===== src/rtl/mem_lsu_pkg.sv =====
// -----------------------------------------------------------------------------
// mem_lsu_pkg
//   Shared definitions for the mem_lsu load/store unit:
//   - op_e     : request opcodes OP_LW..OP_SB (3-bit encoding used on req_op)
//   - state_e  : LSU control states IDLE, RD, WR, RESP
//   - is_load  : true for the five load opcodes
//   - is_misaligned : alignment rule per access size
//   Endianness (macro LSU_BIG_ENDIAN_EN) only affects mem_lsu_lane.
// -----------------------------------------------------------------------------
package mem_lsu_pkg;

    typedef enum logic [2:0] {
        OP_LW  = 3'd0,
        OP_LH  = 3'd1,
        OP_LHU = 3'd2,
        OP_LB  = 3'd3,
        OP_LBU = 3'd4,
        OP_SW  = 3'd5,
        OP_SH  = 3'd6,
        OP_SB  = 3'd7
    } op_e;

    typedef enum logic [1:0] {
        IDLE = 2'd0,
        RD   = 2'd1,
        WR   = 2'd2,
        RESP = 2'd3
    } state_e;

    function automatic logic is_load(input op_e op);
        return (op != OP_SW) && (op != OP_SH) && (op != OP_SB);
    endfunction

    // Words need addr[1:0]==0, halves need addr[0]==0, bytes never misalign.
    function automatic logic is_misaligned(input op_e op, input logic [1:0] lo);
        logic mis;
        mis = 1'b0;
        case (op)
            OP_LW, OP_SW:         mis = (lo != 2'b00);
            OP_LH, OP_LHU, OP_SH: mis = lo[0];
            default:              mis = 1'b0;
        endcase
        return mis;
    endfunction

endpackage


===== src/rtl/mem_lsu_if.sv =====
// -----------------------------------------------------------------------------
// mem_lsu_if
//   Request/response handshake bundle between the EX/MEM stage (master) and
//   the LSU (slave).
//   req_valid/req_ready : request handshake, req_op/req_addr/req_wdata payload
//   rsp_valid/rsp_ready : response handshake, rsp_rdata/rsp_err payload
// -----------------------------------------------------------------------------
interface mem_lsu_if;
    logic        req_valid;
    logic        req_ready;
    logic [2:0]  req_op;
    logic [31:0] req_addr;
    logic [31:0] req_wdata;
    logic        rsp_valid;
    logic        rsp_ready;
    logic [31:0] rsp_rdata;
    logic        rsp_err;

    modport master (
        output req_valid, req_op, req_addr, req_wdata, rsp_ready,
        input  req_ready, rsp_valid, rsp_rdata, rsp_err
    );

    modport slave (
        input  req_valid, req_op, req_addr, req_wdata, rsp_ready,
        output req_ready, rsp_valid, rsp_rdata, rsp_err
    );
endinterface


===== src/rtl/mem_lsu_lane.sv =====
// -----------------------------------------------------------------------------
// mem_lsu_lane
//   Pure combinational lane logic for the LSU.
//   Ports: op (request opcode), lane (addr[1:0]), word (memory read data),
//          wdata (store data), load_data (extracted and extended load value),
//          merged (word with the store's target lane replaced).
//   Macro LSU_BIG_ENDIAN_EN: byte lane 0 = bits 31:24, half lane 0 = 31:16.
//   Undefined: little-endian, byte lane 0 = bits 7:0, half lane 0 = 15:0.
// -----------------------------------------------------------------------------
module mem_lsu_lane
    import mem_lsu_pkg::*;
(
    input  op_e         op,
    input  logic [1:0]  lane,
    input  logic [31:0] word,
    input  logic [31:0] wdata,
    output logic [31:0] load_data,
    output logic [31:0] merged
);

    logic [1:0]         bsel;
    logic               hsel;
    logic signed [7:0]  byte_v;
    logic signed [15:0] half_v;

    always_comb begin
`ifdef LSU_BIG_ENDIAN_EN
        bsel = 2'd3 - lane;
        hsel = ~lane[1];
`else
        bsel = lane;
        hsel = lane[1];
`endif
        byte_v = word[{bsel, 3'b000} +: 8];
        half_v = word[{hsel, 4'b0000} +: 16];

        case (op)
            OP_LH:   load_data = 32'(half_v);
            OP_LHU:  load_data = {16'h0000, half_v};
            OP_LB:   load_data = 32'(byte_v);
            OP_LBU:  load_data = {24'h000000, byte_v};
            default: load_data = word;
        endcase

        merged = word;
        case (op)
            OP_SW:   merged = wdata;
            OP_SH:   merged[{hsel, 4'b0000} +: 16] = wdata[15:0];
            OP_SB:   merged[{bsel, 3'b000} +: 8]   = wdata[7:0];
            default: merged = word;
        endcase
    end

endmodule


===== src/rtl/mem_lsu.sv =====
// -----------------------------------------------------------------------------
// mem_lsu
//   Load/store initiator for the 32-word data memory of the MIPS EX/MEM stage.
//   One word/half/byte access per request; sub-word stores are done as
//   read-modify-write, sub-word loads are sign/zero extended.
//   Ports:
//     clk, rst_n  : clock (rising edge), asynchronous active-low reset
//     bus         : mem_lsu_if.slave request/response handshakes
//     MemRead     : memory read strobe (RD state only)
//     MemWrite    : memory write strobe (WR state only)
//     dir         : word index req_addr[IDX_W+1:2], zero-extended
//     dataInput   : word to write
//     result      : memory read data, valid while MemRead=1
//   Macro LSU_BIG_ENDIAN_EN selects big-endian lanes (see mem_lsu_lane).
// -----------------------------------------------------------------------------
module mem_lsu
    import mem_lsu_pkg::*;
#(
    parameter int DEPTH = 32,
    parameter int IDX_W = 5
) (
    input  logic        clk,
    input  logic        rst_n,
    mem_lsu_if.slave    bus,
    output logic        MemRead,
    output logic        MemWrite,
    output logic [31:0] dir,
    output logic [31:0] dataInput,
    input  logic [31:0] result
);

    state_e      state_q, state_d;
    op_e         op_q;
    logic [1:0]  lane_q;
    logic [31:0] wdata_q;
    logic [31:0] rdata_q;
    logic        err_q;

    op_e         op_in;
    logic        accept;
    logic        req_err;
    logic [31:0] lane_load;
    logic [31:0] lane_merged;

    assign op_in     = op_e'(bus.req_op);
    assign accept    = bus.req_valid && bus.req_ready;
    assign req_err   = is_misaligned(op_in, bus.req_addr[1:0]) ||
                       ({2'b00, bus.req_addr[31:2]} >= 32'(DEPTH));

    assign bus.req_ready = (state_q == IDLE) && rst_n;
    assign bus.rsp_valid = (state_q == RESP);
    assign bus.rsp_rdata = rdata_q;
    assign bus.rsp_err   = err_q;

    mem_lsu_lane u_lane (
        .op        (op_q),
        .lane      (lane_q),
        .word      (result),
        .wdata     (wdata_q),
        .load_data (lane_load),
        .merged    (lane_merged)
    );

    always_ff @(posedge clk or negedge rst_n) begin
        if (!rst_n) state_q <= IDLE;
        else        state_q <= state_d;
    end

    // Strobes decode straight from the state register so reset drops them
    // asynchronously.
    always_comb begin
        state_d  = state_q;
        MemRead  = 1'b0;
        MemWrite = 1'b0;
        case (state_q)
            IDLE: begin
                if (accept) begin
                    if (req_err)             state_d = RESP;
                    else if (op_in == OP_SW) state_d = WR;
                    else                     state_d = RD;
                end
            end
            RD: begin
                MemRead = 1'b1;
                state_d = is_load(op_q) ? RESP : WR;
            end
            WR: begin
                MemWrite = 1'b1;
                state_d  = RESP;
            end
            RESP: begin
                if (bus.rsp_ready) state_d = IDLE;
            end
            default: state_d = IDLE;
        endcase
    end

    // Request latch at accept; read data or merged word captured at the end of RD.
    always_ff @(posedge clk or negedge rst_n) begin
        if (!rst_n) begin
            op_q      <= OP_LW;
            lane_q    <= 2'b00;
            wdata_q   <= 32'h0;
            rdata_q   <= 32'h0;
            err_q     <= 1'b0;
            dir       <= 32'h0;
            dataInput <= 32'h0;
        end else begin
            case (state_q)
                IDLE: begin
                    if (accept) begin
                        op_q    <= op_in;
                        lane_q  <= bus.req_addr[1:0];
                        wdata_q <= bus.req_wdata;
                        rdata_q <= 32'h0;
                        err_q   <= req_err;
                        dir     <= {{(32-IDX_W){1'b0}}, bus.req_addr[IDX_W+1:2]};
                        if (op_in == OP_SW) dataInput <= bus.req_wdata;
                    end
                end
                RD: begin
                    if (is_load(op_q)) rdata_q   <= lane_load;
                    else               dataInput <= lane_merged;
                end
                default: ;
            endcase
        end
    end

endmodule

===== src/flat_wrapper.sv =====
// flat-port wrapper written by rule: the top's interface ports become plain ports
module mem_lsu_flat import mem_lsu_pkg::*;
#(
    parameter int DEPTH = 32,
    parameter int IDX_W = 5
)
  (clk, rst_n, MemRead, MemWrite, dir, dataInput, result, bus_req_valid, bus_req_op, bus_req_addr, bus_req_wdata, bus_rsp_ready, bus_req_ready, bus_rsp_valid, bus_rsp_rdata, bus_rsp_err);
  mem_lsu_if bus_i ();
  input  logic clk;
  input  logic rst_n;
  output logic MemRead;
  output logic MemWrite;
  output logic [31:0] dir;
  output logic [31:0] dataInput;
  input  logic [31:0] result;
  input wire logic [$bits(bus_i.req_valid)-1:0] bus_req_valid;
  input wire logic [$bits(bus_i.req_op)-1:0] bus_req_op;
  input wire logic [$bits(bus_i.req_addr)-1:0] bus_req_addr;
  input wire logic [$bits(bus_i.req_wdata)-1:0] bus_req_wdata;
  input wire logic [$bits(bus_i.rsp_ready)-1:0] bus_rsp_ready;
  output wire logic [$bits(bus_i.req_ready)-1:0] bus_req_ready;
  output wire logic [$bits(bus_i.rsp_valid)-1:0] bus_rsp_valid;
  output wire logic [$bits(bus_i.rsp_rdata)-1:0] bus_rsp_rdata;
  output wire logic [$bits(bus_i.rsp_err)-1:0] bus_rsp_err;
  assign bus_i.req_valid = bus_req_valid;
  assign bus_i.req_op = bus_req_op;
  assign bus_i.req_addr = bus_req_addr;
  assign bus_i.req_wdata = bus_req_wdata;
  assign bus_i.rsp_ready = bus_rsp_ready;
  assign bus_req_ready = bus_i.req_ready;
  assign bus_rsp_valid = bus_i.rsp_valid;
  assign bus_rsp_rdata = bus_i.rsp_rdata;
  assign bus_rsp_err = bus_i.rsp_err;
  mem_lsu #(.DEPTH(DEPTH), .IDX_W(IDX_W)) u_core (.clk(clk), .rst_n(rst_n), .bus(bus_i), .MemRead(MemRead), .MemWrite(MemWrite), .dir(dir), .dataInput(dataInput), .result(result));
endmodule

===== config.mk =====
export PLATFORM = sky130hd
export DESIGN_NAME = mem_lsu_flat
export DESIGN_NICKNAME = d
export VERILOG_FILES = /design/src/rtl/mem_lsu_pkg.sv /design/src/rtl/mem_lsu_if.sv /design/src/rtl/mem_lsu_lane.sv /design/src/rtl/mem_lsu.sv /design/src/flat_wrapper.sv
export SDC_FILE = /design/constraint.sdc
export NUM_CORES = 1
export LEC_CHECK = 0
export CAP_MARGIN = 20
export CELL_PAD_IN_SITES_DETAIL_PLACEMENT = 1
export CELL_PAD_IN_SITES_GLOBAL_PLACEMENT = 2
export CORE_ASPECT_RATIO = 1.1
export CORE_MARGIN = 2
export CORE_UTILIZATION = 29
export CTS_CLUSTER_SIZE = 24
export DETAILED_ROUTE_END_ITERATION = 12
export PLACE_DENSITY = 0.92
export REMOVE_ABC_BUFFERS = 1
export SYNTH_ARGS = -nofsm -noshare
export SYNTH_HDL_FRONTEND = slang
export SYNTH_HIERARCHICAL = 1
export SYNTH_SLANG_ARGS = --single-unit

===== constraint.sdc =====
create_clock -name clk -period 2.7 [get_ports clk]
set_input_delay 0.54 -clock clk [delete_from_list [all_inputs] [get_ports clk]]
set_output_delay 0.54 -clock clk [all_outputs]
set_load 0.01 [all_outputs]

==> run summary <==
Routability congestion estimate -> 0.824
CTS root buffer -> clkbuf_16
Worst hold path type -> register to register
Reg2Reg Capture Point -> u_core/dataInput[7]
TritonRoute pass-1 iters -> 6
Post-synth top area share -> 0.420
Seq cells post-synth -> 109
Hold path cells -> 2
Area delta synth->final -> 36.1%
Clock Path Buffers -> 2
Sequential Area -> 2730 um2
Worst Tran Pin Value -> 0.998 ns
Max Cap Viol -> 0
Post-synth EDFFs -> 0
Worst-path cell chain -> dlygate4sd3_1 > buf_4 > and2_1 > clkdlybuf4s50_1
Routed vias -> 5728
Share of cells above drive strength 1 -> 0.131
Worst setup margin -> 0.148 ns
CTS Sinks -> 109
Fin. max-slew vios -> 0
Die ar. -> 23600 um2
Synth Instances -> 616
Antenna violations before repair -> 2
Worst Setup SP -> rst_n
Netlist Area Pre-Place -> 6490 um2
Num CTS Buffers -> 9
Rows -> 57
Critical Path Max Stage Delay -> 0.56 ns
Crit path required time -> 2.16 ns
Max Clock Freq -> 392 MHz
CP endpoint kind -> primary output
Number of routed nets with antenna violations -> 0
Leakage -> 3.70 nW
Clock skew -> 0.0124 ns
Final critical-path share of the clock period -> 0.945
GRT Total Usage -> 0.191
Later-pin clock latency in the skew report -> 0.37 ns
Clock transition at path regs -> 0.07 ns
Setup TNS Final -> 0 ns
Worst path slowest cell -> dlygate4sd3_1
Distinct cells, synth -> 65
Ys async rst share -> 1.00
Final Critical Period -> 2.55 ns
Hold Vio Cnt, Final -> 0
Worst reg-to-reg setup slack -> 0.28 ns
H-tree depth -> 3
Synth area leader -> dfrtp_1
Status -> finished, final reports clean
Final setup fails -> 0
Top area cells in the synthesized netlist -> dfrtp_1 42%, mux2_2 7.6%, mux2i_1 6.0%
Max transition margin -> 0.327
Core Region -> 22000 um2
PwrDens -> 1140 nW/um2
RSZ-0062 raised after global routing -> false
Routed vias/inst -> 5.30
Starting Density -> 0.295
Count leader, synth -> dfrtp_1
Final wirelength -> 22.6 mm
RR Startpoint -> u_core/lane_q[0]
CTS tree -> built
Worst ir drop on vdd -> 0.536 mV
Number of nets in the layout -> 893
Post-cts resize count -> 0
Io pins -> 204
Post-place setup slack -> 0.175 ns
Hold Buf Count CTS -> 1
DR WL/cell -> 20.9 um
Number of global-route vias before repair -> 6059
Synth cell count leaders -> 109 x dfrtp_1, 47 x a21oi_1, 44 x mux2_2
Area occupied by multi-input gates -> 3360 um2
WHS Endpoint -> u_core/bus.rsp_err
Initial DRC count -> 359
HP Start -> u_core/bus.rsp_err
Yosys warning total -> 6
PortBufs -> 176
Buffer count from post-CTS setup fixing -> 0
First-pass GRT wire length -> 35.2 mm
Final HPWL DP -> 16.4 mm
Max Fanout on Critical Path -> 6
Worst R2R Path Depth -> 6
DIE WIDTH -> 147 um
Startpoint Class -> input pin
WP data arrival -> 2.01 ns
Register area share after synthesis -> 0.420
Synthesized area per cell -> 10.5 um2
Die height -> 161 um
Grt total ovfl -> 0
Top FF cell, synth -> dfrtp_1
Crit path kind -> input pin to primary output
DRC -> 0
Fillers -> 2444
Largest net degree at the start of global routing -> 108
[per-layer routing]
metal  wire, um  track usage
met1       9540        0.244
met2      11200        0.330
met4        455       0.0441
met5         16            0
met3       1410       0.0423
[area by class of cell]
class,instances,area share
diodes,1,0.000283
clock inverters,6,0.00708
repair buffers,198,0.225
multi-input cells,440,0.381
inverters,22,0.00935
flip-flops and latches,109,0.309
well taps,295,0.0418
clock buffers,10,0.0270
[worst max path at each step]
stage	slack, ns	endpoint
floorplan	-1.77	u_core/bus.rsp_rdata[0]
global placement	0.24	u_core/bus.rsp_rdata[18]
detailed placement	0.18	u_core/bus.rsp_rdata[29]
CTS	0.12	bus_req_ready
global route	0.08	bus_req_ready
finish	0.15	bus_req_ready
[logic make-up after synthesis]
kind of cell / count (synthesis) / share of synthesized area
muxes: 85 / 0.143
AOI/OAI and AO/OA: 214 / 0.242
and+or+nand+nor: 101 / 0.0894
adders and majority gates: 11 / 0.0208
DFF: 109 / 0.420
buffers and inverters: 93 / 0.0794
xor gates and xnor gates: 2 / 0.00386
other: 1 / 0.000578
[layout by cell type (no fill, tap or decap), types with 3 or more instances in the layout]
master / netlist / final
clkdlybuf4s50_1: 0 / 175
dfrtp_1: 109 / 109
a21oi_1: 47 / 47
mux2_2: 44 / 44
a22o_1: 41 / 41
mux2i_1: 39 / 39
a31oi_1: 32 / 32
conb_1: 1 / 27
nand2_1: 26 / 26
inv_1: 22 / 22
a21o_1: 18 / 18
buf_4: 34 / 17
a222oi_1: 14 / 14
and2_1: 12 / 12
nor2_1: 11 / 11
clkbuf_16: 0 / 9
nand2b_1: 10 / 9
nand3_1: 10 / 9
o21ai_0: 9 / 9
ha_1: 10 / 9
nor2b_1: 9 / 9
a221o_1: 9 / 9
o221ai_1: 8 / 8
o21ai_1: 6 / 6
nor4_1: 5 / 5
buf_12: 0 / 5
nor3b_1: 4 / 4
a21boi_0: 4 / 4
inv_6: 0 / 3
[where the power goes]
| group | total [mW] | switching (mW) | internal, mW |
|---|---|---|---|
| registers | 2.98 | 0.593 | 2.39 |
| clock network | 1.38 | 0.700 | 0.680 |
| logic | 5.75 | 2.96 | 2.79 |
[registers in the layout, summed over array words and instances (netlist names)]
name and cells:
u_core/op_q 3, u_core/bus.rsp_err 1, u_core/dir 5, u_core/lane_q 2
u_core/state_q 2, u_core/wdata_q 32, u_core/dataInput 32, u_core/bus.rsp_rdata 32
[critical path: cells and delay by family]
kind / cells / cell delay (ns)
buf+inv: 3 / 1.31
simple gates: 1 / 0.15
[per-stage QoR]
stage               instance area [um2]  utilization  hold WS (ns)  std cells  power (mW)
floorplan                          6160            -         0.244        571        6.21
global placement                   8520        0.387         0.381       1063        8.58
detailed placement                 8520        0.387         0.380       1063        8.75
CTS                                8830        0.401         0.505       1080        10.2
global route                       8830        0.401         0.527       1080        10.8
finish                             8840        0.401         0.500       1081        10.1
Power figures use the tool's default switching activity.
